**src/rtl/amplitude_agc.sv**
```systemverilog
// Peak-tracking amplitude AGC: measures the peak |x| over a window of valid samples and
// steps the gain word toward a target band. Define AMP_AGC_FREEZE_EN to add a freeze input.
module amplitude_agc #(
    parameter int unsigned DATA_WIDTH  = 16,
    parameter int unsigned WINDOW_LOG2 = 10,
    parameter int unsigned TOL         = 256,
    parameter int unsigned AMP_INIT    = 16384
) (
    input  logic                         clk,
    input  logic                         resetn,
    input  logic                         enable,
    input  logic        [DATA_WIDTH-1:0] target,
    input  logic        [DATA_WIDTH-1:0] step,
    input  logic signed [DATA_WIDTH-1:0] data_i_tdata,
    input  logic                         data_i_tvalid,
`ifdef AMP_AGC_FREEZE_EN
    input  logic                         freeze,
`endif
    output logic signed [DATA_WIDTH-1:0] amplitude,
    output logic        [DATA_WIDTH-1:0] peak_tdata,
    output logic                         peak_tvalid,
    output logic                         locked
);

    localparam int unsigned W    = DATA_WIDTH;
    localparam int unsigned CntW = (WINDOW_LOG2 > 0) ? WINDOW_LOG2 : 1;

    localparam logic [W-1:0]    MagMax  = {1'b0, {(W-1){1'b1}}};
    localparam logic [W-1:0]    MinNeg  = {1'b1, {(W-1){1'b0}}};
    localparam logic [W:0]      MagMaxX = {2'b00, {(W-1){1'b1}}};
    localparam logic [W:0]      TolX    = (W+1)'(TOL);
    localparam logic [CntW-1:0] CntLast = {CntW{1'b1}};

    typedef enum logic [1:0] {StIdle, StMeasure, StUpdate} state_e;

    state_e             state_q, state_d;
    logic [CntW-1:0]    cnt_q, cnt_d;
    logic [W-1:0]       peak_q, peak_d;
    logic [W-1:0]       peak_tdata_q, peak_tdata_d;
    logic               peak_tvalid_q, peak_tvalid_d;
    logic signed [W-1:0] amp_q, amp_d;
    logic               locked_q, locked_d;

    logic [W-1:0] mag, peak_max, amp_inc, amp_dec;
    logic [W:0]   band_hi, band_lo, peak_x, amp_sum, amp_diff;
    logic         upd_en;

    // The most negative sample has no positive twin, so it saturates.
    always_comb begin
        if (!data_i_tdata[W-1]) begin
            mag = data_i_tdata;
        end else if (data_i_tdata == MinNeg) begin
            mag = MagMax;
        end else begin
            mag = -data_i_tdata;
        end
        peak_max = (mag > peak_q) ? mag : peak_q;
    end

    always_comb begin
        peak_x   = {1'b0, peak_tdata_q};
        band_hi  = {1'b0, target} + TolX;
        band_lo  = ({1'b0, target} >= TolX) ? ({1'b0, target} - TolX) : '0;
        amp_sum  = {1'b0, amp_q} + {1'b0, step};
        amp_diff = {1'b0, amp_q} - {1'b0, step};
        amp_inc  = (amp_sum > MagMaxX) ? MagMax : amp_sum[W-1:0];
        amp_dec  = amp_diff[W] ? '0 : amp_diff[W-1:0];
`ifdef AMP_AGC_FREEZE_EN
        upd_en   = !freeze;
`else
        upd_en   = 1'b1;
`endif
    end

    always_comb begin
        state_d       = state_q;
        cnt_d         = cnt_q;
        peak_d        = peak_q;
        peak_tdata_d  = peak_tdata_q;
        peak_tvalid_d = 1'b0;
        amp_d         = amp_q;
        locked_d      = locked_q;
        unique case (state_q)
            StIdle: begin
                cnt_d  = '0;
                peak_d = '0;
                if (enable) state_d = StMeasure;
            end
            StMeasure: begin
                if (!enable) begin
                    cnt_d   = '0;
                    peak_d  = '0;
                    state_d = StIdle;
                end else if (data_i_tvalid) begin
                    if (cnt_q == CntLast) begin
                        peak_tdata_d  = peak_max;
                        peak_tvalid_d = 1'b1;
                        cnt_d         = '0;
                        peak_d        = '0;
                        state_d       = StUpdate;
                    end else begin
                        cnt_d  = cnt_q + 1'b1;
                        peak_d = peak_max;
                    end
                end
            end
            StUpdate: begin
                if (upd_en) begin
                    if (peak_x > band_hi) begin
                        amp_d    = amp_dec;
                        locked_d = 1'b0;
                    end else if (peak_x < band_lo) begin
                        amp_d    = amp_inc;
                        locked_d = 1'b0;
                    end else begin
                        locked_d = 1'b1;
                    end
                end
                cnt_d  = '0;
                peak_d = '0;
                // A sample arriving now opens the next window.
                if (enable) begin
                    state_d = StMeasure;
                    if (data_i_tvalid) begin
                        cnt_d  = CntW'(1);
                        peak_d = mag;
                    end
                end else begin
                    state_d = StIdle;
                end
            end
            default: state_d = StIdle;
        endcase
    end

    always_ff @(posedge clk) begin
        if (!resetn) begin
            state_q       <= StIdle;
            cnt_q         <= '0;
            peak_q        <= '0;
            peak_tdata_q  <= '0;
            peak_tvalid_q <= 1'b0;
            amp_q         <= W'(AMP_INIT);
            locked_q      <= 1'b0;
        end else begin
            state_q       <= state_d;
            cnt_q         <= cnt_d;
            peak_q        <= peak_d;
            peak_tdata_q  <= peak_tdata_d;
            peak_tvalid_q <= peak_tvalid_d;
            amp_q         <= amp_d;
            locked_q      <= locked_d;
        end
    end

    assign amplitude   = amp_q;
    assign peak_tdata  = peak_tdata_q;
    assign peak_tvalid = peak_tvalid_q;
    assign locked      = locked_q;

endmodule

```
**config.mk**
```make
export PLATFORM = sky130hd
export DESIGN_NAME = amplitude_agc
export DESIGN_NICKNAME = d
export VERILOG_FILES = /design/src/rtl/amplitude_agc.sv
export SDC_FILE = /design/constraint.sdc
export NUM_CORES = 1
export LEC_CHECK = 0
export BUFFER_PORTS_ARGS = -buffer_cell sky130_fd_sc_hd__buf_2
export CORE_ASPECT_RATIO = 1.25
export CORE_UTILIZATION = 54
export DETAILED_ROUTE_END_ITERATION = 10
export PLACE_DENSITY = 0.87
export REMOVE_ABC_BUFFERS = 1
export SYNTH_ARGS = -nofsm -noshare
export SYNTH_HDL_FRONTEND = slang
export SYNTH_SLANG_ARGS = --single-unit
```
**constraint.sdc**
```tcl
create_clock -name clk -period 3.9 [get_ports clk]
set_input_delay 0.195 -clock clk [delete_from_list [all_inputs] [get_ports clk]]
set_output_delay 0.195 -clock clk [all_outputs]
set_load 0.03 [all_outputs]
```
==> reports/qor.yml <==
clock_tree:
  cts_max_level: 3
  cts.sinks: 62
  clkTransAtPathRegs_ns: 0.06
  root_buffer: "clkbuf_16"
  clock_latency_ns: 0.34
  cts_buffers: 9
  cts_buffer_depth: 2
  cts_tree: "built"
  post_cts_buffers: 0
place:
  hpwl_mm: 12.1
  place_area_um2: 6750
  pre_cts_slack_ns: -0.120
  place.gp.congestion: 0.920
  io_buffers: 85
floorplanning:
  row_count: 43
  io_pins: 86
  core_area_um2: 11100
  die_area_um2: 11800
  initial_core_util: 0.552
  die-width_um: 97.2
  die_height_um: 121
detailed_routing:
  num_vias: 6292
  first_iter_violations: 405
  routedWlPerCell_um: 15.7
  wl_mm: 16.0
  postRouteAntennaNets: 0
  viasPerCell: 6.17
  drc_errors: 0
  first_pass_iters: 5
final_layout:
  n_fill_cell: 952
  nNetsFinal: 1022
  multiInputGateArea_um2: 4480
  area_growth_pct: 16.0
  post-route-cell-area_um2: 7090
  register_area_um2: 1240
  n_antenna_cell: 0
  drive_gt1_frac: 0.172
grt:
  antenna_found_initial: 0
  grt_use_met3: 0.0363
  grt_pass1_wl_mm: 26.5
  grt_most_used_layer: "met2"
  grtUsageTotal: 0.271
  gr-total-overflow: 0
  grt_use_met2: 0.478
  grt_pass1_vias: 5991
  use_met1: 0.313
  grt_max_degree: 28
logic_synthesis:
  yosysTopAreaCellShare: 0.203
  synth_cell_types: 74
  synth_most_common_cell: "ha_1"
  synthCells: 792
  async_flop_share: 0
  ys_ff_latch: 62
  yosys-top-cells-area: "dfxtp_1 20%, ha_1 18%, nor2_1 5.0%, a21oi_1 4.3%, inv_1 4.1%"
  synth_edf_count: 0
  ys_seq_area_frac: 0.203
  yosys.area.top_type: "dfxtp_1"
  syn_avg_cell_area_um2: 7.72
  ys.warnings.count: 0
  ys.flop_type: "dfxtp_1"
  ys_top_cells_by_count: "88 x ha_1, 81 x nor2_1, 67 x inv_1"
  netlist_area_um2: 6110
sta:
  max_freq_ghz: 0.277
  setup_violations: 0
  period_needed_ns: 3.61
  worstMarginPinSlew_ns: 0.787
  fin_setup_tns_ns: 0
  min_period_over_period: 0.927
  skew_ns: 0.00996
  whs_ns: 0.267
  max-slew-margin-rel: 0.472
  worst_slack_ns: 0.285
  slew_violations: 0
  hold_viol_final: 0
  rsz0062_at_grt: "no"
critical_path:
  cp.required_ns: 4.14
  worst-setup-path-type: "primary input to flip-flop"
  cp_max_fo: 27
  cp-start-kind: "primary input"
  ff2ff_path_depth: 11
  endpoint_kind: "flip-flop"
  arrival_ns: 3.86
pwr:
  peakVddDrop_uv: 179
  p_per_area_nw_per_um2: 258
  p_leak_nw: 3.35
worst_hold_path:
  whs_path_depth: 2
  min_path_type: "primary input to flip-flop"
flow_run:
  drv_cap: 0
status:
  outcome: "finished, final reports clean"
worst max-delay path, stage by stage:
cell and delay, ns:
buf_2 0.11, inv_1 0.07, ha_1 0.16, or3b_2 0.48, nor3_2 0.15, nand3_1 0.19, a31oi_2 0.26, ha_1 0.27
and3_1 0.18, a221o_1 0.30, a221oi_1 0.41, o221ai_1 0.19, o21ai_2 0.14, buf_8 0.24, nor2_1 0.07, a211o_1 0.29
a21oi_1 0.15
routing by layer:
metal	vias up	wire, um
met5	-	0
met4	0	672
met3	75	931
met2	254	7900
met1	2890	6470
li1	3073	-
final timing paths:
path	start	end	slack, ns
worst max-delay path	data_i_tdata[0]	peak_tdata[7]$_SDFFE_PN0P_	0.29
worst min-delay path	resetn	amplitude[8]$_SDFFE_PN0P_	0.27
worst max register to register	amplitude[0]$_SDFFE_PN0P_	amplitude[4]$_SDFFE_PN0P_	0.74
worst min register to register	peak_q[8]$_SDFFE_PN0P_	peak_q[8]$_SDFFE_PN0P_	0.48
sequential cells by signal, summed over array words and instances (netlist names):
name	count
locked	1
peak_q	16
peak_tvalid	1
amplitude	16
peak_tdata	16
state_q	2
cnt_q	10
area by class of cell:
class | instances | area share
Clock inverter | 6 | 0.0122
Multi-Input combinational cell | 627 | 0.632
Inverter | 69 | 0.0365
Timing Repair Buffer | 111 | 0.0886
Clock buffer | 10 | 0.0323
Tap cell | 135 | 0.0238
Sequential cell | 62 | 0.175
what timing repair did:
action / CTS / global route
endpoints found under the hold margin: 0 / 0
hold buffers: 0 / 0
gates resized for setup: 0 / 6
endpoints found under the setup margin: 0 / 28
layout by cell type (no fill, tap or decap), drive strengths merged, types with 6 or more instances in the layout:
| master | count |
|---|---|
| a211o | 10 |
| a211oi | 7 |
| a21o | 18 |
| a21oi | 53 |
| a22o | 15 |
| a22oi | 7 |
| and2 | 7 |
| and3 | 10 |
| buf | 111 |
| clkbuf | 10 |
| dfxtp | 62 |
| ha | 88 |
| inv | 68 |
| mux2i | 6 |
| nand2 | 62 |
| nand2b | 12 |
| nand3 | 29 |
| nand4 | 19 |
| nor2 | 82 |
| nor2b | 9 |
| nor3 | 22 |
| o211ai | 10 |
| o21a | 10 |
| o21ai | 29 |
| o2bb2ai | 8 |
| xnor2 | 10 |
| xor2 | 19 |
stage by stage:
step / cells / util / total power, mW
after floorplan: 758 / - / 0.850
after global placement: 1004 / 0.609 / 0.957
after detailed placement: 1004 / 0.609 / 0.965
after CTS: 1020 / 0.638 / 1.82
after global routing: 1020 / 0.640 / 1.89
final: 1020 / 0.640 / 1.83
cells by family (layout without fill, tap and decap cells):
family                   count (synthesis)  in the layout  share of synthesized area
AO/OA/AOI/OAI                          226            226                      0.266
multiplexers                             7              7                     0.0117
AND/OR/NAND/NOR                        275            275                      0.223
buffers and inverters                  103            196                     0.0675
adder cells (fa/ha/maj)                 90             90                      0.187
XOR/XNOR                                29             29                     0.0415
flip-flops                              62             62                      0.203
power by group:
part	total [mW]	internal (mW)	leakage, nW	switching, mW
Sequential	0.637	0.635	0.499	0.00165
Combinational	0.327	0.134	2.70	0.192
Clock	0.865	0.558	0.152	0.307
Total	1.83	1.33	3.35	0.501
Note: power is estimated with default switching activity, not from simulation.
